<file path="config.mk">
export PLATFORM = sky130hd
export DESIGN_NAME = argsel_stream
export DESIGN_NICKNAME = d
export VERILOG_FILES = /design/src/rtl/argsel_pkg.sv /design/src/rtl/argsel_cmp.sv /design/src/rtl/argsel_stream.sv
export SDC_FILE = /design/constraint.sdc
export NUM_CORES = 1
export LEC_CHECK = 0
export BUFFER_PORTS_ARGS = -buffer_cell sky130_fd_sc_hd__buf_2
export CORE_ASPECT_RATIO = 0.5
export CORE_MARGIN = 3
export CORE_UTILIZATION = 40
export CTS_CLUSTER_DIAMETER = 50
export DETAILED_ROUTE_END_ITERATION = 8
export GPL_TIMING_DRIVEN = 0
export PLACE_DENSITY_LB_ADDON = 0.08
export SLEW_MARGIN = 20
export SYNTH_ARGS = -nofsm -noshare
export SYNTH_HDL_FRONTEND = slang
export SYNTH_SLANG_ARGS = --single-unit
</file>
<file path="constraint.sdc">
create_clock -name clk -period 4.34 [get_ports clk]
set_input_delay 0.434 -clock clk [delete_from_list [all_inputs] [get_ports clk]]
set_output_delay 0.434 -clock clk [all_outputs]
set_load 0.01 [all_outputs]
</file>
<file path="src/rtl/argsel_pkg.sv">
// Shared definitions for the streaming arg-max/arg-min reducer.
// Holds the compare-mode constants and the FSM state encoding.
package argsel_pkg;

  localparam logic MODE_MAX = 1'b0;
  localparam logic MODE_MIN = 1'b1;

  typedef enum logic [1:0] {
    ST_IDLE = 2'd0,
    ST_ACC  = 2'd1,
    ST_HOLD = 2'd2
  } state_t;

endpackage

</file>
<file path="src/rtl/argsel_cmp.sv">
// Strict max/min replace decision between a held value and a candidate.
// Ports: a (held best), b (candidate), mode (0 max, 1 min) -> take_b.
module argsel_cmp
  import argsel_pkg::*;
#(
  parameter int WIDTH  = 32,
  parameter bit SIGNED = 1'b1
) (
  input  logic [WIDTH-1:0] a,
  input  logic [WIDTH-1:0] b,
  input  logic             mode,
  output logic             take_b
);

  logic gt;
  logic lt;

  // Strict compares only: equal values never replace,
  // so ties keep the earlier (lower) index.
  always_comb begin
    if (SIGNED) begin
      gt = $signed(b) > $signed(a);
      lt = $signed(b) < $signed(a);
    end else begin
      gt = b > a;
      lt = b < a;
    end
    take_b = (mode == MODE_MIN) ? lt : gt;
  end

endmodule

</file>
<file path="src/rtl/argsel_stream.sv">
// Streaming arg-max/arg-min over frames of 1..2^IDX_W samples.
// Ports: clk, rst (sync, high); mode, in_valid/in_ready, in_data,
// in_last in; out_valid/out_ready, out_data, out_idx, out_count,
// out_trunc out. Result is held until the consumer takes it.
module argsel_stream
  import argsel_pkg::*;
#(
  parameter int WIDTH  = 32,
  parameter bit SIGNED = 1'b1,
  parameter int IDX_W  = 3
) (
  input  logic             clk,
  input  logic             rst,
  input  logic             mode,
  input  logic             in_valid,
  output logic             in_ready,
  input  logic [WIDTH-1:0] in_data,
  input  logic             in_last,
  output logic             out_valid,
  input  logic             out_ready,
  output logic [WIDTH-1:0] out_data,
  output logic [IDX_W-1:0] out_idx,
  output logic [IDX_W:0]   out_count,
  output logic             out_trunc
);

  localparam logic [IDX_W:0] DEPTH =
    {1'b1, {IDX_W{1'b0}}};
  localparam logic [IDX_W:0] ONE =
    (IDX_W+1)'(1);

  state_t state;
  state_t state_d;

  logic [WIDTH-1:0] best;
  logic [IDX_W-1:0] best_idx;
  logic [IDX_W:0]   cnt;
  logic             mode_q;

  logic             acc;
  logic             first;
  logic             take;
  logic             full;
  logic             close;
  logic             trunc_d;
  logic [WIDTH-1:0] best_d;
  logic [IDX_W-1:0] idx_d;
  logic [IDX_W:0]   cnt_d;

  argsel_cmp #(
    .WIDTH  (WIDTH),
    .SIGNED (SIGNED)
  ) u_cmp (
    .a      (best),
    .b      (in_data),
    .mode   (mode_q),
    .take_b (take)
  );

  assign in_ready  = (state != ST_HOLD);
  assign out_valid = (state == ST_HOLD);

  // Datapath next values for the sample being accepted.
  // The new sample's index equals the count before it.
  always_comb begin
    acc     = in_valid && in_ready;
    first   = (state == ST_IDLE);
    best_d  = best;
    idx_d   = best_idx;
    cnt_d   = cnt + ONE;
    if (first) begin
      best_d = in_data;
      idx_d  = '0;
      cnt_d  = ONE;
    end else if (take) begin
      best_d = in_data;
      idx_d  = cnt[IDX_W-1:0];
    end
    full    = (cnt_d == DEPTH);
    close   = acc && (in_last || full);
    trunc_d = full && !in_last;
  end

  always_comb begin
    state_d = state;
    unique case (state)
      ST_IDLE: begin
        if (acc) state_d = close ? ST_HOLD : ST_ACC;
      end
      ST_ACC: begin
        if (close) state_d = ST_HOLD;
      end
      ST_HOLD: begin
        if (out_ready) state_d = ST_IDLE;
      end
      default: state_d = ST_IDLE;
    endcase
  end

  always_ff @(posedge clk) begin
    if (rst) state <= ST_IDLE;
    else     state <= state_d;
  end

  always_ff @(posedge clk) begin
    if (rst) begin
      best     <= '0;
      best_idx <= '0;
      cnt      <= '0;
      mode_q   <= MODE_MAX;
    end else if (acc) begin
      best     <= best_d;
      best_idx <= idx_d;
      cnt      <= cnt_d;
      if (first) mode_q <= mode;
    end
  end

  // Result registers load only when a frame closes.
  always_ff @(posedge clk) begin
    if (rst) begin
      out_data  <= '0;
      out_idx   <= '0;
      out_count <= '0;
      out_trunc <= 1'b0;
    end else if (close) begin
      out_data  <= best_d;
      out_idx   <= idx_d;
      out_count <= cnt_d;
      out_trunc <= trunc_d;
    end
  end

endmodule

</file>
==> flow_summary.ini <==
[status]
status = finished, final reports clean

[power_and_ir_drop]
power.leakage_uw = 0.00208
ir_drop_mv = 0.217
powerDensity_mw_per_mm2 = 393

[synthesis]
synth_top_area_cell = dfxtp_1
synth-seq-cells = 82
synth-seq-area-share_pct = 36.2
synth_area_leaders = dfxtp_1 36%, ha_1 9.1%, o31ai_2 8.3%, o2111ai_1 6.0%, nand3_1 5.1%
synthesis.nets = 575
yosysUniqueCellTypes = 49
avgSynthCellArea_um2 = 9.01
syn_area_mm2 = 0.00454
synth_top_area_share_pct = 36.2
synth_cells = 504
yosys_warnings = 0

[sta]
hold_viol = 0
slew_violations = 0
max_slew_margin_pct = 44.9
fin_crit_ps = 3320
fin_tns_setup_ps = 0
max_freq_mhz = 302
tightest_slew_ps = 823
finalCritPeriodShare_pct = 76.4
fin_hold_ws_ps = 333
finalClockSkew_ps = 4.77
finalSetupViolations = 0
rsz0062_at_grt = no

[setup_path]
r2r_end = best[26]$_SDFFE_PP0P_
worst-r2r-cell-count = 10
ff2ff_setup_slack_ps = 1020
critPathLaunchType = flip-flop
crit_path_top_delay_cell = nor4_1
reg2reg_from = best[31]$_SDFFE_PP0P_
crit_arrival_ps = 3570
cp-startpoint = best[31]$_SDFFE_PP0P_
cp_max_fo = 10
crit_chain = inv_1 -> ha_1 -> nand4_2 -> nor4_1 -> o41ai_1 -> a2bb2oi_2 -> mux2i_4 -> a21oi_4 -> buf_6 -> o31ai_2
criticalPathCategory = reg2reg
worstPathRequired_ps = 4590
critPathCaptureType = flip-flop
slowest_delay_ps = 650

[drt]
vias = 4258
routed_via_density = 5.78
drtIter0Drc = 266
firstDrtPassIters = 5
drt-total-wl_um = 13400
drc_errors = 0
wl_per_cell_um = 18.1
antenna_left = 0

[finish]
final_cell_mix = 82 x dfxtp_1, 79 x buf_2, 46 x nand3_1
layout-drive-gt1-share_pct = 24.6
seqCellArea_mm2 = 0.00164
final_common_cell = dfxtp_1
diodes = 0
utilization_pct = 50.8
areaGrowthSynthToFinish_pct = 19.1
final_cells = 737
fin_nets = 663
n_fill_cell = 1044
final_cell_area_mm2 = 0.00541
multi_input_area_mm2 = 0.00249

[floorplanning]
die_area_mm2 = 0.0127
ios = 80
row_count = 26
die_width_um = 157
die_h_um = 81.3
coreArea_mm2 = 0.0106
start_util_pct = 42.7

[hold_path]
min_path_type = in2reg
worst_hold_path.num_cells = 2
holdCritStartpoint = in_last
hold_path_end = out_trunc$_SDFFE_PP0P_

[place]
gp_congestion = 0.800
placed_area_mm2 = 0.00510
place_inst = 721
io_buffers = 77
place_hpwl_um = 9500

[cts]
clkTransAtPathRegs_ps = 60
ctsResizeCount = 0
cts_buffers = 9
htree_levels = 3
clk_latency_ps = 340
clockBufferDepth = 2
post_cts_buffers = 0
cts_root_buffer = clkbuf_16
cts_hold_buf = 0
tritoncts = done
clock_sinks = 82

[grt]
grt_max_degree = 14
grt_overflow = 0
grt_pass1_wl_um = 21500
antenna_found_initial = 0
first_global_vias = 3970
grt_util_all_layers_pct = 21.5

[flow_run]
drv_cap = 0
==> metal layers <==
layer  GRT usage, %  up-vias  wire (um)  share of wire (%)
met4           4.54        0        109               0.82
met3           5.06       14        856                6.4
met5              0        -          0                  0
met2           30.3      131       5400                 40
met1           32.9     2014       7010                 52
li1               -     2099          -                  -
==> worst max-delay path, delay by kind of cell (launching register included) <==
family | cells | cell delay [ps]
buffers and inverters | 2 | 250
muxes | 1 | 500
AOI/OAI and AO/OA | 4 | 980
and+or+nand+nor | 2 | 820
DFF | 1 | 330
adders and majority gates | 1 | 360
==> flip-flops by register name (all words and copies together), names as in the netlist <==
signal and cells:
best 32, out_data 32, cnt 4, out_count 4
best_idx 3, out_idx 3, state 2, mode_q 1
out_trunc 1
==> worst max path at each step <==
| stage | end | cells past startpoint |
|---|---|---|
| 6_report | best[26]$_SDFFE_PP0P_ | 10 |
| 3_5_place_dp | best[26]$_SDFFE_PP0P_ | 10 |
| 4_1_cts | best[26]$_SDFFE_PP0P_ | 10 |
| 2_1_floorplan | best[10]$_SDFFE_PP0P_ | 11 |
| 5_1_grt | best[26]$_SDFFE_PP0P_ | 10 |
| 3_3_place_gp | best[21]$_SDFFE_PP0P_ | 10 |
==> cells by family (layout without fill, tap and decap cells) <==
group	count (synthesis)	in the layout	synth area share [%]
buffers and inverters	85	178	9.07
and+or+nand+nor	86	86	9.73
AOI/OAI and AO/OA	208	208	33.4
muxes	8	8	2.15
DFF	82	82	36.2
adders and majority gates	33	33	9.09
xor gates and xnor gates	2	2	0.386
==> cell type report <==
cell class | instances | share of cell area (%)
multi-input cells | 337 | 46.0
flip-flops and latches | 82 | 30.4
well taps | 140 | 3.24
inverters | 38 | 2.64
clock buffers | 12 | 4.74
clock inverters | 4 | 0.925
plain buffers | 47 | 4.97
repair buffers | 77 | 7.13
==> power breakdown <==
group	internal [uW]	switching (uW)	total, uW
registers	802	25.0	827
clock network	477	318	795
logic	182	322	504
total	1460	665	2130
==> Yosys cell counts, drive strengths merged <==
cell     count
nand2b       1
o32a         1
a22oi        1
nor4b        1
a31oi       32
nand4        8
xor2         1
dfxtp       82
nor2        10
or2          2
a221o        1
a211oi       2
and3         1
o2111ai     31
inv         37
a311oi       2
nand3       46
o32ai        3
nand2       11
o21a         1
a2bb2oi      1
buf         17
clkinv       1
o221a        1
o211ai       1
nor4         2
o31ai       31
o21bai       1
ha          33
o21ai       72
a21oi       22
o41ai        1
mux2i        7
nor2b        1
a21o         4
xnor2        1
clkbuf      30
mux2         1
nor3         3
==> stage by stage <==
step / setup slack [ps] / total power [uW]
4_1_cts: 1020 / 2140
3_5_place_dp: 875 / 1340
3_3_place_gp: 886 / 1340
6_report: 1020 / 2130
5_1_grt: 776 / 2220
2_1_floorplan: 1690 / 1180
Power figures use the tool's default switching activity.
